**src/rtl/clock_step_controller_pkg.sv**
```systemverilog
// Purpose: shared state encoding and default timing constants for the clock-step controller.
// Latency: n/a (types and constants only).
// Backpressure: n/a.
package clock_ctrl_pkg;

  typedef enum logic [2:0] {
    RESET_HOLD,
    HALTED,
    RUN,
    STEP_CYCLE,
    STEP_INSTR
  } ctrl_state_t;

  localparam int DEFAULT_DEBOUNCE_CYCLES = 8;
  localparam int DEFAULT_RESET_CYCLES    = 4;
  localparam int DEFAULT_ADDR_W          = 16;

  // Width of a down/up counter covering 0..n-1, never narrower than one bit.
  function automatic int cntWidth(input int n);
    return (n <= 2) ? 1 : $clog2(n);
  endfunction

endpackage

```
**src/rtl/clock_step_controller_if.sv**
```systemverilog
// Purpose: bundles the front-panel inputs and the core-side clock-enable signals.
// Latency: n/a (wires only).
// Backpressure: n/a; the core is throttled solely through o_cpuClkEn.
interface clock_step_controller_if
  import clock_ctrl_pkg::*;
#(
  parameter int ADDR_W = DEFAULT_ADDR_W
) ();

  logic              i_btnStep;
  logic              i_btnReset;
  logic              i_swStepNRun;
  logic              i_swInstrNCycle;
  logic              i_swEnableBreakpoint;
  logic [ADDR_W-1:0] i_breakpointAddress;
  logic [ADDR_W-1:0] i_pc;
  logic              i_instrStart;
  logic              o_cpuClkEn;
  logic              o_cpuReset;
  logic              o_running;
  logic              o_breakHit;

  // Panel and core side: drives the controls, consumes the enable.
  modport master (
    output i_btnStep, i_btnReset, i_swStepNRun, i_swInstrNCycle, i_swEnableBreakpoint,
    output i_breakpointAddress, i_pc, i_instrStart,
    input  o_cpuClkEn, o_cpuReset, o_running, o_breakHit
  );

  // Controller side.
  modport slave (
    input  i_btnStep, i_btnReset, i_swStepNRun, i_swInstrNCycle, i_swEnableBreakpoint,
    input  i_breakpointAddress, i_pc, i_instrStart,
    output o_cpuClkEn, o_cpuReset, o_running, o_breakHit
  );

endinterface

```
**src/rtl/clock_step_controller_button_debouncer.sv**
```systemverilog
// Purpose: synchronise and debounce one raw button, emit a one-cycle press pulse on a debounced rising edge.
// Latency: press pulse DEBOUNCE_CYCLES+2 cycles after the raw button closes.
// Backpressure: none; a press is a single-cycle pulse and is not held for the consumer.
module button_debouncer
  import clock_ctrl_pkg::*;
#(
  parameter int DEBOUNCE_CYCLES = DEFAULT_DEBOUNCE_CYCLES
) (
  input  logic oszClk,
  input  logic resetn,
  input  logic btnRaw,
  output logic btnPress
);

  localparam int            CW       = cntWidth(DEBOUNCE_CYCLES);
  localparam logic [CW-1:0] CNT_LAST = CW'(DEBOUNCE_CYCLES - 1);

  logic          syncA;
  logic          syncB;
  logic          btnLevel;
  logic [CW-1:0] holdCnt;

  // Two-flop synchroniser for the asynchronous button contact.
  always_ff @(posedge oszClk or posedge resetn) begin
    if (resetn) begin
      syncA <= 1'b0;
      syncB <= 1'b0;
    end else begin
      syncA <= btnRaw;
      syncB <= syncA;
    end
  end

  // Accept a new level only after it has been stable for the full hold window; flag rising edges.
  always_ff @(posedge oszClk or posedge resetn) begin
    if (resetn) begin
      holdCnt  <= '0;
      btnLevel <= 1'b0;
      btnPress <= 1'b0;
    end else begin
      btnPress <= 1'b0;
      if (syncB == btnLevel) begin
        holdCnt <= '0;
      end else if (holdCnt == CNT_LAST) begin
        holdCnt  <= '0;
        btnLevel <= syncB;
        btnPress <= syncB;
      end else begin
        holdCnt <= holdCnt + CW'(1);
      end
    end
  end

endmodule

```
**src/rtl/clock_step_controller.sv**
```systemverilog
// Purpose: sequences the CPU core clock-enable from panel controls (run, cycle/instruction step, breakpoint, reset).
// Latency: o_cpuClkEn combinational from state and breakpoint compare; button action DEBOUNCE_CYCLES+3 cycles after press.
// Backpressure: none; the core advances only on cycles where o_cpuClkEn is high, step presses outside HALTED are dropped.
module clock_step_controller
  import clock_ctrl_pkg::*;
#(
  parameter int DEBOUNCE_CYCLES = DEFAULT_DEBOUNCE_CYCLES,
  parameter int RESET_CYCLES    = DEFAULT_RESET_CYCLES
) (
  input logic                    oszClk,
  input logic                    resetn,
  clock_step_controller_if.slave bus
);

  localparam int             RCW        = cntWidth(RESET_CYCLES);
  localparam logic [RCW-1:0] RESET_LOAD = RCW'(RESET_CYCLES - 1);

  ctrl_state_t    state;
  logic [RCW-1:0] resetCnt;
  logic           cpuReset;
  logic           running;
  logic           breakHit;
  logic           skipBp;
  logic           instrDone;
  logic           cpuClkEn;
  logic           bpMatch;
  logic           stepPress;
  logic           resetPress;
  logic [2:0]     swMeta;
  logic [2:0]     swSync;
  logic           stepMode;
  logic           instrMode;
  logic           bpEnable;

  button_debouncer #(.DEBOUNCE_CYCLES(DEBOUNCE_CYCLES)) uStepBtn (
    .oszClk   (oszClk),
    .resetn   (resetn),
    .btnRaw   (bus.i_btnStep),
    .btnPress (stepPress)
  );

  button_debouncer #(.DEBOUNCE_CYCLES(DEBOUNCE_CYCLES)) uResetBtn (
    .oszClk   (oszClk),
    .resetn   (resetn),
    .btnRaw   (bus.i_btnReset),
    .btnPress (resetPress)
  );

  // Switches only need metastability protection; they are not debounced.
  always_ff @(posedge oszClk or posedge resetn) begin
    if (resetn) begin
      swMeta <= 3'b000;
      swSync <= 3'b000;
    end else begin
      swMeta <= {bus.i_swStepNRun, bus.i_swInstrNCycle, bus.i_swEnableBreakpoint};
      swSync <= swMeta;
    end
  end

  assign stepMode  = swSync[2];
  assign instrMode = swSync[1];
  assign bpEnable  = swSync[0];

  // skipBp masks the breakpoint on the instruction we just resumed from.
  assign bpMatch = bpEnable & bus.i_instrStart & (bus.i_pc == bus.i_breakpointAddress) & ~skipBp;

  // Clock enable is decided in the same cycle so a breakpoint never lets its instruction start.
  always_comb begin
    cpuClkEn = 1'b0;
    case (state)
      RUN:        cpuClkEn = ~bpMatch;
      STEP_CYCLE: cpuClkEn = 1'b1;
      STEP_INSTR: cpuClkEn = ~(instrDone & bus.i_instrStart);
      default:    cpuClkEn = 1'b0;
    endcase
  end

  // Main sequencer; reset press overrides everything, outputs are registered alongside the state.
  always_ff @(posedge oszClk or posedge resetn) begin
    if (resetn) begin
      state     <= RESET_HOLD;
      resetCnt  <= RESET_LOAD;
      cpuReset  <= 1'b1;
      running   <= 1'b0;
      breakHit  <= 1'b0;
      skipBp    <= 1'b0;
      instrDone <= 1'b0;
    end else if (resetPress) begin
      state     <= RESET_HOLD;
      resetCnt  <= RESET_LOAD;
      cpuReset  <= 1'b1;
      running   <= 1'b0;
      breakHit  <= 1'b0;
      skipBp    <= 1'b0;
      instrDone <= 1'b0;
    end else begin
      breakHit <= 1'b0;
      if (cpuClkEn && bus.i_instrStart) begin
        skipBp <= 1'b0;
      end
      case (state)
        RESET_HOLD: begin
          if (resetCnt == '0) begin
            cpuReset <= 1'b0;
            if (stepMode) begin
              state <= HALTED;
            end else begin
              state   <= RUN;
              running <= 1'b1;
            end
          end else begin
            resetCnt <= resetCnt - RCW'(1);
          end
        end
        HALTED: begin
          if (!stepMode) begin
            state   <= RUN;
            running <= 1'b1;
            skipBp  <= 1'b1;
          end else if (stepPress) begin
            state     <= instrMode ? STEP_INSTR : STEP_CYCLE;
            skipBp    <= 1'b1;
            instrDone <= 1'b0;
          end
        end
        RUN: begin
          if (bpMatch) begin
            state    <= HALTED;
            running  <= 1'b0;
            breakHit <= 1'b1;
          end else if (stepMode) begin
            state   <= HALTED;
            running <= 1'b0;
          end
        end
        STEP_CYCLE: begin
          state <= HALTED;
        end
        STEP_INSTR: begin
          if (instrDone && bus.i_instrStart) begin
            state <= HALTED;
          end else begin
            instrDone <= 1'b1;
          end
        end
        default: begin
          state    <= RESET_HOLD;
          resetCnt <= RESET_LOAD;
          cpuReset <= 1'b1;
          running  <= 1'b0;
        end
      endcase
    end
  end

  assign bus.o_cpuClkEn = cpuClkEn;
  assign bus.o_cpuReset = cpuReset;
  assign bus.o_running  = running;
  assign bus.o_breakHit = breakHit;

endmodule

```
**src/flat_wrapper.sv**
```systemverilog
// flat-port wrapper written by rule: the top's interface ports become plain ports
module clock_step_controller_flat import clock_ctrl_pkg::*;
#(
  parameter int DEBOUNCE_CYCLES = DEFAULT_DEBOUNCE_CYCLES,
  parameter int RESET_CYCLES    = DEFAULT_RESET_CYCLES
)
  (oszClk, resetn, bus_i_btnStep, bus_i_btnReset, bus_i_swStepNRun, bus_i_swInstrNCycle, bus_i_swEnableBreakpoint, bus_i_breakpointAddress, bus_i_pc, bus_i_instrStart, bus_o_cpuClkEn, bus_o_cpuReset, bus_o_running, bus_o_breakHit);
  clock_step_controller_if #(.ADDR_W(16)) bus_i ();
  input logic oszClk;
  input logic resetn;
  input wire logic [$bits(bus_i.i_btnStep)-1:0] bus_i_btnStep;
  input wire logic [$bits(bus_i.i_btnReset)-1:0] bus_i_btnReset;
  input wire logic [$bits(bus_i.i_swStepNRun)-1:0] bus_i_swStepNRun;
  input wire logic [$bits(bus_i.i_swInstrNCycle)-1:0] bus_i_swInstrNCycle;
  input wire logic [$bits(bus_i.i_swEnableBreakpoint)-1:0] bus_i_swEnableBreakpoint;
  input wire logic [$bits(bus_i.i_breakpointAddress)-1:0] bus_i_breakpointAddress;
  input wire logic [$bits(bus_i.i_pc)-1:0] bus_i_pc;
  input wire logic [$bits(bus_i.i_instrStart)-1:0] bus_i_instrStart;
  output wire logic [$bits(bus_i.o_cpuClkEn)-1:0] bus_o_cpuClkEn;
  output wire logic [$bits(bus_i.o_cpuReset)-1:0] bus_o_cpuReset;
  output wire logic [$bits(bus_i.o_running)-1:0] bus_o_running;
  output wire logic [$bits(bus_i.o_breakHit)-1:0] bus_o_breakHit;
  assign bus_i.i_btnStep = bus_i_btnStep;
  assign bus_i.i_btnReset = bus_i_btnReset;
  assign bus_i.i_swStepNRun = bus_i_swStepNRun;
  assign bus_i.i_swInstrNCycle = bus_i_swInstrNCycle;
  assign bus_i.i_swEnableBreakpoint = bus_i_swEnableBreakpoint;
  assign bus_i.i_breakpointAddress = bus_i_breakpointAddress;
  assign bus_i.i_pc = bus_i_pc;
  assign bus_i.i_instrStart = bus_i_instrStart;
  assign bus_o_cpuClkEn = bus_i.o_cpuClkEn;
  assign bus_o_cpuReset = bus_i.o_cpuReset;
  assign bus_o_running = bus_i.o_running;
  assign bus_o_breakHit = bus_i.o_breakHit;
  clock_step_controller #(.DEBOUNCE_CYCLES(DEBOUNCE_CYCLES), .RESET_CYCLES(RESET_CYCLES)) u_core (.oszClk(oszClk), .resetn(resetn), .bus(bus_i));
endmodule
```
**config.mk**
```make
export PLATFORM = sky130hd
export DESIGN_NAME = clock_step_controller_flat
export DESIGN_NICKNAME = d
export VERILOG_FILES = /design/src/rtl/clock_step_controller_pkg.sv /design/src/rtl/clock_step_controller_if.sv /design/src/rtl/clock_step_controller_button_debouncer.sv /design/src/rtl/clock_step_controller.sv /design/src/flat_wrapper.sv
export SDC_FILE = /design/constraint.sdc
export NUM_CORES = 1
export LEC_CHECK = 0
export BUFFER_PORTS_ARGS = -buffer_cell sky130_fd_sc_hd__buf_4
export CAP_MARGIN = 30
export CORE_AREA = 3 3 62 64
export DETAILED_ROUTE_END_ITERATION = 10
export DIE_AREA = 0 0 65 67
export PLACE_DENSITY = 0.84
export SYNTH_ARGS = -nofsm -noshare
export SYNTH_HDL_FRONTEND = slang
export SYNTH_SLANG_ARGS = --single-unit
```
**constraint.sdc**
```tcl
create_clock -name oszClk -period 1.5 [get_ports oszClk]
set_clock_uncertainty 0.05 [all_clocks]
set_input_delay 0.15 -clock oszClk [delete_from_list [all_inputs] [get_ports oszClk]]
set_output_delay 0.15 -clock oszClk [all_outputs]
set_load 0.01 [all_outputs]
```
==> impl_metrics.yaml <==
floorplan:
  num_io_pins: 44
  core-area_um2: 3340
  die_area_um2: 4360
  initial_core_util_pct: 46.2
  die_h_um: 67
  rows: 21
  die_w_um: 65
run:
  maxCapViolCount: 0
critical_path:
  end_kind: "output port"
  crit_fanout: 3
  cp_data_arrival_time_ns: 1.50
  rr_worst_depth: 7
  critPathRequiredTime_ns: 1.30
  crit_type: "register to output port"
  start_kind: "register"
drt:
  via_per_inst: 4.96
  antenna_left: 0
  route.detailed.drc: 0
  dr.pass1.iters: 4
  drt-initial-drc-count: 26
  wl_per_cell_um: 12.7
  wl_mm: 3.32
  vias: 1299
sta:
  slew-limit-headroom_pct: 75.9
  maxSlewViolCount: 0
  min_period_ns: 1.70
  fin_setup_tns_ns: -0.209
  rsz0062_at_grt: "yes"
  fmax_mhz: 588
  worstMarginPinSlew_ns: 0.362
  finalHoldViolations: 0
  hold_slack_ns: 0.120
  fin_crit_sh_pct: 113
  setup_slack_ns: -0.201
  finalSetupViolCount: 2
worst_hold_path:
  min_path_type: "input port to register"
  hold_depth: 3
layout:
  layout-drive-gt1-share_pct: 43.1
  postLayoutCoreUtil_pct: 65.9
  fillCellCount: 262
  layout.nets: 260
  synthToLayoutAreaGrowth_pct: 42.5
  multi_input_area_um2: 757
  seqCellArea_um2: 757
  antenna_cells: 0
status:
  violations: "negative setup slack"
  status: "finished with violations"
logic_synthesis:
  syn-num-nets: 190
  ys_types: 41
  ys.warnings.count: 0
  netlist_instances: 145
  ys.flop_type: "dfrtp_1"
  synth_edf_count: 0
  yosysMostFrequentCell: "dfrtp_1"
  syn_area_per_cell_um2: 10.6
  yosysTopAreaCellShare_pct: 43.8
  ys_seq_area_share_pct: 48.9
  yosysTopAreaCell: "dfrtp_1"
  syn_area_um2: 1540
  synthTopCellsByCount: "dfrtp_1, xnor2_1, nand2_1"
  synthTopCellsByArea: "dfrtp_1, xnor2_1, dfstp_2"
  async_flop_share_pct: 100
  yosys_register_bits: 30
place:
  hpwlAfterDp_mm: 2.29
  portBuffers: 43
  gp_congestion: 0.832
clock_network:
  cts.sink_count: 30
  cts_buffer_depth: 2
  cts-root-buf: "clkbuf_4"
  clk_latency_ns: 0.32
  h-tree-depth: 2
  cts_tree: "yes"
  clk_pin_slew_ns: 0.09
  cts_made_buffers: 5
grt:
  antenna_found_initial: 0
  grt_pass1_wl_mm: 5.42
  grt_max_degree: 31
  globalRouteOverflowTotal: 0
  grtUsageTotal_pct: 16.4
  grt_pass1_vias: 1274
power_and_ir_drop:
  leakage_nw: 1.01
  power.density_nw_per_um2: 1380
  ir_worst_vdd_uv: 892
[cells in the final DEF, fill, tap and decap left out, types with 2 or more instances in the layout]
cell type	netlist	routed
a211oi_1	2	2
a21oi_1	5	5
a2bb2oi_2	1	2
and2_1	4	4
buf_4	2	61
clkbuf_4	0	5
clkbuf_8	0	3
dfrtp_1	27	25
dfrtp_2	0	2
dfstp_2	3	3
dlygate4sd3_1	0	6
ha_1	5	4
inv_1	7	7
nand2_1	11	10
nand2b_1	4	4
nand3_1	4	4
nand4_1	3	3
nor2_1	9	9
nor3_2	2	5
nor3b_1	3	3
nor4_2	2	2
o21ai_0	5	4
o22ai_1	5	5
xnor2_1	15	15
xor2_1	3	3
[cells by family after synthesis]
family	after synthesis	share of synthesized area (%)
buf+inv	12	3.97
fa+ha+maj	5	4.06
flops	30	48.9
xor+xnor	18	10.2
simple gates	54	21.1
compound gates	26	11.8
[path summary, 6_finish.rpt]
check / startpoint / endpoint / slack (ns)
min: bus_i_instrStart / u_core.skipBp$_DFF_PP0_ / 0.12
min in group asynchronous: resetn / u_core.uResetBtn.btnPress$_DFF_PP0_ / 0.41
max: u_core.state[0]$_DFFE_PP0P_ / bus_o_cpuClkEn / -0.20
min reg2reg: u_core.swMeta[0]$_DFF_PP0_ / u_core.swSync[0]$_DFF_PP0_ / 0.29
max in group asynchronous: resetn / u_core.resetCnt[0]$_DFFE_PP1P_ / 0.69
max reg2reg: u_core.resetCnt[0]$_DFFE_PP1P_ / u_core.bus.o_running$_DFFE_PP0P_ / -0.01
[routing by layer]
layer | GRT usage [%] | routed length (µm) | share of wire (%)
met3 | 5.06 | 289 | 8.7
met4 | 7.12 | 79 | 2.4
met1 | 16.4 | 1280 | 39
met5 | 0 | 0 | 0
met2 | 31.2 | 1670 | 50
[worst max-delay path, cell delays in order (launching register included)]
cell       delay [ns]
dfrtp_2          0.43
nor2_4           0.13
nand2_2          0.06
a21o_1           0.20
nand2_1          0.09
a2bb2oi_2        0.13
buf_4            0.13
[layout make-up]
class                   instances  share of cell area, %
well taps                      46                   2.62
clock buffers                   8                   3.59
repair buffers                 67                   23.6
flip-flops and latches         30                   34.4
inverters                       8                   1.37
multi-input cells             103                   34.4
[through the flow]
step           std cells  cell area (µm²)  setup slack, ns  power [mW]
2_1_floorplan        145             1540           0.0702        1.92
3_3_place_gp         238             1950           0.0267        2.21
3_5_place_dp         238             1950          -0.0438        2.26
4_1_cts              260             2170           -0.182        2.99
5_1_grt              262             2200           -0.279        3.26
6_report             262             2200           -0.201        3.04
[report_power, final]
part	total, mW	internal, mW	switching [mW]
logic	1.32	0.702	0.614
registers	1.14	1.02	0.122
clock network	0.581	0.320	0.260
total	3.04	2.04	0.997
[state kept, by name, indices dropped and copies added (netlist names), 2 cells and up]
| name | cells |
|---|---|
| u_core.resetCnt | 2 |
| u_core.state | 3 |
| u_core.swMeta | 3 |
| u_core.swSync | 3 |
| u_core.uResetBtn.holdCnt | 3 |
| u_core.uStepBtn.holdCnt | 3 |
[repair_timing]
action / 4_1_cts / 5_1_grt
resized for setup: 6 / 4
hold endpoints to repair: 32 / 0
buffers inserted: 8 / 2
pin swaps: 3 / 2
endpoints found under the setup margin: 2 / 4
hold buffers: 6 / 0
(Power assumes the default switching activity.)
